==> config.mk <==
export PLATFORM = sky130hd
export DESIGN_NAME = fp_align_unpack
export DESIGN_NICKNAME = d
export VERILOG_FILES = /design/src/rtl/fp_pkg.sv /design/src/rtl/fp_shr_sticky.sv /design/src/rtl/fp_align_unpack.sv
export SDC_FILE = /design/constraint.sdc
export NUM_CORES = 1
export LEC_CHECK = 0
export ABC_AREA = 1
export CAP_MARGIN = 20
export CORE_ASPECT_RATIO = 1.1
export CORE_MARGIN = 2
export CORE_UTILIZATION = 40
export DETAILED_ROUTE_END_ITERATION = 10
export PLACE_DENSITY_LB_ADDON = 0.1
export SYNTH_ARGS = -nofsm -noshare
export SYNTH_HDL_FRONTEND = slang
export SYNTH_HIERARCHICAL = 1
export SYNTH_SLANG_ARGS = --single-unit
export TNS_END_PERCENT = 100
==> constraint.sdc <==
create_clock -name clk -period 2.8 [get_ports clk]
set_input_delay 0.56 -clock clk [delete_from_list [all_inputs] [get_ports clk]]
set_output_delay 0.56 -clock clk [all_outputs]
set_load 0.02 [all_outputs]
==> src/rtl/fp_pkg.sv <==
// Shared FP32 definitions for the adder front end (align/unpack) and back end (round/pack).
package fp_pkg;

  localparam int EXP_W  = 8;
  localparam int FRAC_W = 23;
  localparam int GRD_W  = 2;
  localparam int MAN_W  = FRAC_W + GRD_W + 2;

  localparam logic [31:0] QNAN = 32'h7FC00000;

  // Aligned operand bundle handed from the front end to the back end
  typedef struct packed {
    logic [MAN_W-1:0] large_n;
    logic [MAN_W-1:0] small_n;
    logic             sticky;
    logic [EXP_W-1:0] exp_l;
    logic             special;
    logic [31:0]      special_res;
  } fp_align_t;

  function automatic logic isNan(input logic [31:0] x);
    return (&x[30:23]) && (|x[22:0]);
  endfunction

  function automatic logic isInf(input logic [31:0] x);
    return (&x[30:23]) && !(|x[22:0]);
  endfunction

endpackage

==> src/rtl/fp_shr_sticky.sv <==
// Combinational right shifter that saturates large shift amounts and reports lost bits as sticky.
module fp_shr_sticky
  import fp_pkg::*;
(
  input  logic [MAN_W-1:0] data_i,
  input  logic [EXP_W-1:0] amt_i,
  output logic [MAN_W-1:0] data_o,
  output logic             sticky_o
);

  logic [2*MAN_W-1:0] wide;

  // Shift into a double-width window; the lower half collects everything that fell off
  always_comb begin
    wide     = {data_i, {MAN_W{1'b0}}} >> amt_i;
    data_o   = wide[2*MAN_W-1:MAN_W];
    sticky_o = |wide[MAN_W-1:0];
    if (amt_i >= EXP_W'(MAN_W)) begin
      data_o   = '0;
      sticky_o = |data_i;
    end
  end

endmodule

==> src/rtl/fp_align_unpack.sv <==
// FP32 adder front end: classify/swap, align with sticky, and convert to two's complement in 3 stages.
module fp_align_unpack
  import fp_pkg::*;
(
  input  logic                clk,
  input  logic                rst_n,
  input  logic                in_valid,
  output logic                in_ready,
  input  logic [31:0]         a,
  input  logic [31:0]         b,
  output logic                out_valid,
  input  logic                out_ready,
  output logic [MAN_W-1:0]    large_n,
  output logic [MAN_W-1:0]    small_n,
  output logic                sticky,
  output logic [EXP_W-1:0]    exp_l,
  output logic                special,
  output logic [31:0]         special_res
);

  logic advance;

  logic [31:0]       opL, opS;
  logic [EXP_W-1:0]  effL, effS;
  logic [FRAC_W:0]   manL_d, manS_d;
  logic [EXP_W-1:0]  dist_d;
  logic              spec_d;
  logic [31:0]       specRes_d;

  logic              v1_q, sgnL1_q, sgnS1_q, spec1_q;
  logic [FRAC_W:0]   manL1_q, manS1_q;
  logic [EXP_W-1:0]  dist1_q, exp1_q;
  logic [31:0]       specRes1_q;

  logic [MAN_W-1:0]  smallMag_d;
  logic              sticky_d;

  logic              v2_q, sgnL2_q, sgnS2_q, spec2_q, sticky2_q;
  logic [MAN_W-1:0]  largeMag2_q, smallMag2_q;
  logic [EXP_W-1:0]  exp2_q;
  logic [31:0]       specRes2_q;

  logic              v3_q;
  fp_align_t         out_q;

  // Every stage moves together whenever the output slot is free or being drained
  assign advance  = !out_valid || out_ready;
  assign in_ready = advance;

  // Stage 1 classify: order by magnitude (ties keep a as the larger), unpack, and spot NaN/Inf
  always_comb begin
    opL       = (a[30:0] >= b[30:0]) ? a : b;
    opS       = (a[30:0] >= b[30:0]) ? b : a;
    effL      = (opL[30:23] == '0) ? EXP_W'(1) : opL[30:23];
    effS      = (opS[30:23] == '0) ? EXP_W'(1) : opS[30:23];
    manL_d    = {|opL[30:23], opL[22:0]};
    manS_d    = {|opS[30:23], opS[22:0]};
    dist_d    = effL - effS;
    spec_d    = 1'b0;
    specRes_d = '0;
    if (isNan(a) || isNan(b) || (isInf(a) && isInf(b) && (a[31] != b[31]))) begin
      spec_d    = 1'b1;
      specRes_d = QNAN;
    end else if (isInf(a)) begin
      spec_d    = 1'b1;
      specRes_d = a;
    end else if (isInf(b)) begin
      spec_d    = 1'b1;
      specRes_d = b;
    end
  end

  // Stage 1 register
  always_ff @(posedge clk or negedge rst_n) begin
    if (!rst_n) begin
      v1_q <= 1'b0; sgnL1_q <= 1'b0; sgnS1_q <= 1'b0; spec1_q <= 1'b0;
      manL1_q <= '0; manS1_q <= '0; dist1_q <= '0; exp1_q <= '0; specRes1_q <= '0;
    end else if (advance) begin
      v1_q <= in_valid; sgnL1_q <= opL[31]; sgnS1_q <= opS[31]; spec1_q <= spec_d;
      manL1_q <= manL_d; manS1_q <= manS_d; dist1_q <= dist_d; exp1_q <= effL;
      specRes1_q <= specRes_d;
    end
  end

  fp_shr_sticky u_shr (
    .data_i   ({1'b0, manS1_q, {GRD_W{1'b0}}}),
    .amt_i    (dist1_q),
    .data_o   (smallMag_d),
    .sticky_o (sticky_d)
  );

  // Stage 2 register: aligned magnitudes with guard bits appended
  always_ff @(posedge clk or negedge rst_n) begin
    if (!rst_n) begin
      v2_q <= 1'b0; sgnL2_q <= 1'b0; sgnS2_q <= 1'b0; spec2_q <= 1'b0; sticky2_q <= 1'b0;
      largeMag2_q <= '0; smallMag2_q <= '0; exp2_q <= '0; specRes2_q <= '0;
    end else if (advance) begin
      v2_q <= v1_q; sgnL2_q <= sgnL1_q; sgnS2_q <= sgnS1_q; spec2_q <= spec1_q;
      sticky2_q <= sticky_d; largeMag2_q <= {1'b0, manL1_q, {GRD_W{1'b0}}};
      smallMag2_q <= smallMag_d; exp2_q <= exp1_q; specRes2_q <= specRes1_q;
    end
  end

  // Stage 3 register: apply signs in two's complement and present the bundle
  always_ff @(posedge clk or negedge rst_n) begin
    if (!rst_n) begin
      v3_q  <= 1'b0;
      out_q <= '0;
    end else if (advance) begin
      v3_q              <= v2_q;
      out_q.large_n     <= sgnL2_q ? (~largeMag2_q + MAN_W'(1)) : largeMag2_q;
      out_q.small_n     <= sgnS2_q ? (~smallMag2_q + MAN_W'(1)) : smallMag2_q;
      out_q.sticky      <= sticky2_q;
      out_q.exp_l       <= exp2_q;
      out_q.special     <= spec2_q;
      out_q.special_res <= specRes2_q;
    end
  end

  assign out_valid   = v3_q;
  assign large_n     = out_q.large_n;
  assign small_n     = out_q.small_n;
  assign sticky      = out_q.sticky;
  assign exp_l       = out_q.exp_l;
  assign special     = out_q.special;
  assign special_res = out_q.special_res;

endmodule

; ---- Word-level counts from Yosys, hierarchy flattened
; Index checks and enable logic that the tools add are counted.
[op_classes]
div_mod_pow = 0
reduce_logical = 22
mux = 14
eq_ne = 1
bitwise_logic = 2
addsub = 3
order_cmp = 2
n_mul = 0
shifts = 1
[op_table]
columns = cell, count
row1 = 32-bit two-way mux, 5
row2 = 27-bit two-way mux, 3
row3 = "27-bit by 1-bit adder with 27-bit output, second input constant", 2
row4 = 53-bit by 8-bit right shift with 54-bit output, 1
row5 = 23-bit OR reduction, 2
row6 = 31-bit greater-or-equal comparator, 1
row7 = 26-bit inverter with 27-bit output, 1
row8 = 27-bit inverter, 1
row9 = 27-bit OR reduction, 1
row10 = 24-bit OR reduction, 1
row11 = 8-bit logical NOT, 2
row12 = 8-bit two-way mux, 2
row13 = 8-bit AND reduction, 2
row14 = 8-bit OR reduction, 2
row15 = "8-bit by 5-bit greater-or-equal comparator with 1-bit output, second input constant", 1
row16 = 8-bit subtractor, 1
row17 = 1-bit logical AND, 6
row18 = 1-bit two-way mux, 4
row19 = 1-bit logical NOT, 3
row20 = 1-bit logical OR, 3
row21 = 1-bit != test, 1
[word_totals]
mem_bits_rw = 0
inputBits = 68
rom_bits = 0
latchBits = 0
wordCells = 70
n_memories = 0
reg_bits = 293

; ---- Longest topological paths before layout
[depth]
ltp_word = 7
mapped_depth = 25
depth_no_buf = 24

; ---- Hierarchy
; The synthesis kept the hierarchy.
[by_module_without_submodules]
columns = module, area_each_um2, instances, cells_each
row1 = fp_align_unpack, 13774.5, 1, 1648
row2 = fp_shr_sticky, 2000.7, 1, 403

; ---- Least setup slack after synthesis
; OpenSTA, ideal clock, no wires.
[synth_path]
path_type = input port to flip-flop
start = input port b[30]
end = register dist1_q[6]
n_path_buf = 1
path_slack_ns = -0.741
t_arrival_ns = 3.459
required_ns = 2.717
setup_ns = 0.083
stages = 22
cell_sequence = inv_1 ha_1 nand2_2 nor2_4 nand4_4 nor3_4 nand2_4 nand2_8 buf_12 nand2_1 nand2_2 nand2_1 nor2_1 a21oi_1 ha_1 fa_1 o31ai_1 nand2_1 nand2_1 a21oi_1 xor2_1 o21ai_0
[synth_via]
elab_chain_cells = 5
word_cells_on_any_way = 8
cone_classes = 1 x add/sub / 1 x order compare / 4 x mux / 2 x reduce/logical
[synth_lines]
columns = item, line_no
row1 = "start, declared", fp_align_unpack.sv:10  ; input logic [31:0] b,
row2 = 31-bit greater-or-equal comparator, "fp_align_unpack.sv:52, fp_align_unpack.sv:53"
row3 = 32-bit two-way mux (on tied branches), "fp_align_unpack.sv:52, fp_align_unpack.sv:53"
row4 = 8-bit logical NOT (on tied branches), "fp_align_unpack.sv:54, fp_align_unpack.sv:55"
row5 = 8-bit two-way mux (on tied branches), "fp_align_unpack.sv:54, fp_align_unpack.sv:55"
row6 = 8-bit subtractor *, fp_align_unpack.sv:58  ; dist_d = effL - effS;
row7 = "end signal, assigned", fp_align_unpack.sv:80  ; manL1_q <= manL_d; manS1_q <= manS_d; dist1_q <= dist_d; exp1_q <= effL;
row8 = "end, declared", fp_align_unpack.sv:32  ; logic [EXP_W-1:0] dist1_q, exp1_q;
; Mark *: on every way between the ends. The rest lies on a longest branch, timed or not.
; A chain may end at the register's enable or synchronous reset.

; ---- Worst setup path after layout
[layout_path]
start = input port b[18]
end = register dist1_q[6]
[layout_via]
elab_chain_cells = 5
word_cells_on_any_way = 8
cone_classes = 1 x add/sub / 1 x order compare / 4 x mux / 2 x reduce/logical
[layout_lines]
columns = item, line_no
row1 = 31-bit greater-or-equal comparator *, "fp_align_unpack.sv:52, fp_align_unpack.sv:53"
row2 = 32-bit two-way mux (on tied branches), "fp_align_unpack.sv:52, fp_align_unpack.sv:53"
row3 = 8-bit logical NOT (on tied branches), "fp_align_unpack.sv:54, fp_align_unpack.sv:55"
row4 = 8-bit two-way mux (on tied branches), "fp_align_unpack.sv:54, fp_align_unpack.sv:55"
row5 = 8-bit subtractor *, fp_align_unpack.sv:58
; Marked as above.

==> results by group <==
Pwr
  • LEAKAGE: 9.86 nW
  • VDD IR max: 0.000897 V
  • Total chip power: 19.2 mW
  • PwrDens: around 910 nW/um^2

Detailed routing
  • Initial DRC count: around 950
  • Drt first pass iters: 5
  • Final wirelength: 46200 microns
  • DRC: 0
  • Wire per inst: 16.1 microns
  • ANT nets after route: 0
  • Vias/cell: slightly above 5
  • Vias post-DR: around 14000

Critical path
  • Buffers & Inverters on Critical Path: 4
  • Crit path launch type: input port
  • Worst path top cell family by delay: simple AND/OR/NAND/NOR gates
  • Worst setup EP type: flop
  • Critical path's most frequent cell: nand2_1
  • Largest fanout on the critical path: 6
  • Critical path arrival: between 3 and 4 ns
  • Crit path largest cell delay: 0.36 ns
  • Critical-path top delay cell: fa_2
  • Critical path class: in -> reg
  • Req. time, crit path: approximately 3.2 ns

Logic synthesis
  • Cell count after synthesis: 2051
  • Area leader, netlist: dfrtp_1
  • Mean Syn Cell Area: 7.69 sq um
  • Ys Warns: 6
  • Main area contributors after synthesis: dfrtp_1, nand2_1, o21ai_0
  • EDFF count, synth: 0
  • Flops & latches, synth: a little under 300
  • Netlist Area Pre-Place: 15800 sq um
  • Ys async rst share: 100%
  • Yosys cell types: 54
  • Share of the synthesized area in the top cell type: 46.2%
  • Sequential share of the synthesized area: 46.2%
  • Synth Flop Type: dfrtp_1

Global route
  • Largest net degree at the start of global routing: 151
  • Grt total ovfl: 0
  • Initial antenna violation count: 0
  • Gr usage total: 22.4%
  • First-pass GRT wire length: 74400 microns
  • Number of global-route vias before repair: 14000

Status
  • Failing checks: setup timing
  • Status: finished, violations left

Placement
  • Placed Cells: 2772
  • Port buffer count: around 160
  • Hpwl dp: 33700 microns
  • Gp weighted congestion: a little over 0.9

Final layout
  • Non-Filler Instances: 2874
  • Final #Nets: 2453
  • Ant diodes: 0
  • Post-Route Utilization: 53.8%
  • Reg area: between 7000 and 8000 sq um
  • Share of post-route cells with drive strength above 1: a little over a fifth
  • Area growth syn-to-layout: 32.9%
  • Filler instances: 3730
  • Multi-input gate area: 8020 sq um

Clocking
  • Clk Latency, worst-skew pair: ~0.53 ns
  • CTS root buf: clkbuf_16
  • CTS Sinks: 291
  • Total CTS buffers: 34
  • CTS tree: built
  • H-tree levels: 2
  • Max clock buf depth: 3
  • CTS clk-pin slew, worst paths: 0.05 ns

STA
  • RSZ-0062 raised after global routing: true
  • Final count of hold timing violations: 0
  • Slew @ Worst Pin: 0.683 ns
  • PnR worst setup slack: -0.241 ns
  • Final cycle utilization of the critical path: 109%
  • Minimum clock period after layout: ~3.0 ns
  • F_max: 329 MHz
  • TNS Setup: -0.463 ns
  • Max-slew violations: 0
  • Slew HR: 54.2%
  • Final setup fails: 3
  • Skew final: 0.0197 ns

Floorplan
  • Core area: 39000 sq um
  • Die Area: 41000 sq um
  • Chip height: 212 microns
  • Number of cell rows: 76
  • Io pins: 166
  • Die Wd: between 150 and 200 microns
  • Initial core utilization: between 40 and 50%

Job
  • Max-Cap Viols: 0

Hold path
  • HP Class: in -> reg
## cells in the mapped netlist, types with 4 or more instances
cell,count
inv_1,196
dfrtp_1,291
nand3_1,199
xor2_1,41
nor4_1,16
a31oi_1,6
xnor2_1,10
buf_2,18
buf_6,4
clkbuf_1,75
a211oi_1,5
nand2_2,8
a21oi_1,53
nand2_1,560
nor3_1,20
inv_2,6
o21ai_0,268
o21ai_2,6
ha_1,40
nor2_1,130
o31ai_1,4
buf_1,7
or2_2,6
nand3_2,16
o22ai_1,6
o21ai_1,12
nand4_1,13
## repair_timing
action	in CTS	in global routing
endpoints found under the hold margin	22	0
setup endpoints to repair	56	40
setup buffers	27	13
resized for setup	233	165
hold buffers	1	0
gates cloned	4	0
pin swaps	58	53
## registers in the layout (all words and copies together), names as in the netlist, 8 cells and up
signal	flops
manL1_q	24
specRes2_q	32
smallMag2_q	27
specRes1_q	32
dist1_q	8
special_res	32
manS1_q	24
exp2_q	8
exp_l	8
exp1_q	8
large_n	25
largeMag2_q	24
small_n	27
## per-layer routing
layer	share of wire, %	wire [microns]	up-vias	global-route usage, %
li1	-	-	7251	-
met1	45	21000	6767	30.7
met2	47	21800	360	37.3
met3	4.6	2150	82	2.73
met4	2.7	1240	0	6.95
met5	0	0	-	0
## power by group
group          total [mW]  internal [mW]  switching, mW
logic                8.73           3.27           5.45
registers            5.98           5.21          0.768
clock network        4.46           2.68           1.78
total                19.2           11.2           8.00
## cells in the final DEF, fill, tap and decap left out, drive strengths merged, types with 2 or more instances in the layout
| cell type | n |
|---|---|
| nor3 | 21 |
| clkbuf | 75 |
| o22ai | 6 |
| o32ai | 2 |
| o21ai | 286 |
| nor2 | 135 |
| clkinvlp | 2 |
| a21oi | 55 |
| nand3 | 215 |
| xor2 | 41 |
| nand4 | 14 |
| nand3b | 2 |
| clkinv | 7 |
| nor4 | 16 |
| inv | 205 |
| conb | 11 |
| clkdlybuf4s50 | 100 |
| bufinv | 3 |
| a31oi | 7 |
| ha | 40 |
| xnor2 | 10 |
| nand2 | 572 |
| a211oi | 5 |
| or2 | 7 |
| dfrtp | 291 |
| buf | 225 |
| o31ai | 4 |
## through the flow
stage                     area, sq um  hold slack (ns)  setup slack, ns
after floorplan                 15900            0.264           -0.577
after global placement          19000            0.431            -1.35
after detailed placement        19000            0.446            -1.43
after CTS                       20800            0.382           -0.307
after global routing            21000            0.342           -0.397
final                           21000            0.329           -0.241
## cell type report
cell class	count	share of cell area [%]
multi-input combinational	1458	38.3
sequential	291	34.7
timing repair buffer	355	14.6
clock buffer	46	4.51
inverter	204	3.90
tap	507	3.03
clock inverter	13	0.919
## tightest hold or removal path, cell delays in order
cell and delay [ns]:
buf_6 0.08, o21ai_0 0.09, o21ai_0 0.08
## cells by family (layout without fill, tap and decap cells)
family | Yosys count | after routing | synth area share, %
XOR/XNOR | 51 | 51 | 2.83
buffers and inverters | 314 | 618 | 8.15
adder cells (fa/ha/maj) | 41 | 41 | 3.30
AO/OA/AOI/OAI | 372 | 372 | 12.5
AND/OR/NAND/NOR | 981 | 983 | 27.0
other | 1 | 11 | 0.0238
flip-flops | 291 | 291 | 46.2
## worst paths after layout
| check | endpoint | slack (ns) | from | depth (start not counted) |
|---|---|---|---|---|
| setup / recovery | dist1_q[6] | -0.24 | b[18] | 25 |
| hold / removal | manL1_q[6] | 0.33 | b[6] | 3 |
| setup reg to reg | large_n[25] | 0.32 | largeMag2_q[4] | 12 |
| hold reg to reg | out_valid | 0.46 | v2_q | 2 |
| max in group asynchronous | exp2_q[7] | 1.39 | rst_n | 4 |
| min in group asynchronous | special_res[15] | 0.59 | rst_n | 2 |
(Power assumes the default switching activity.)
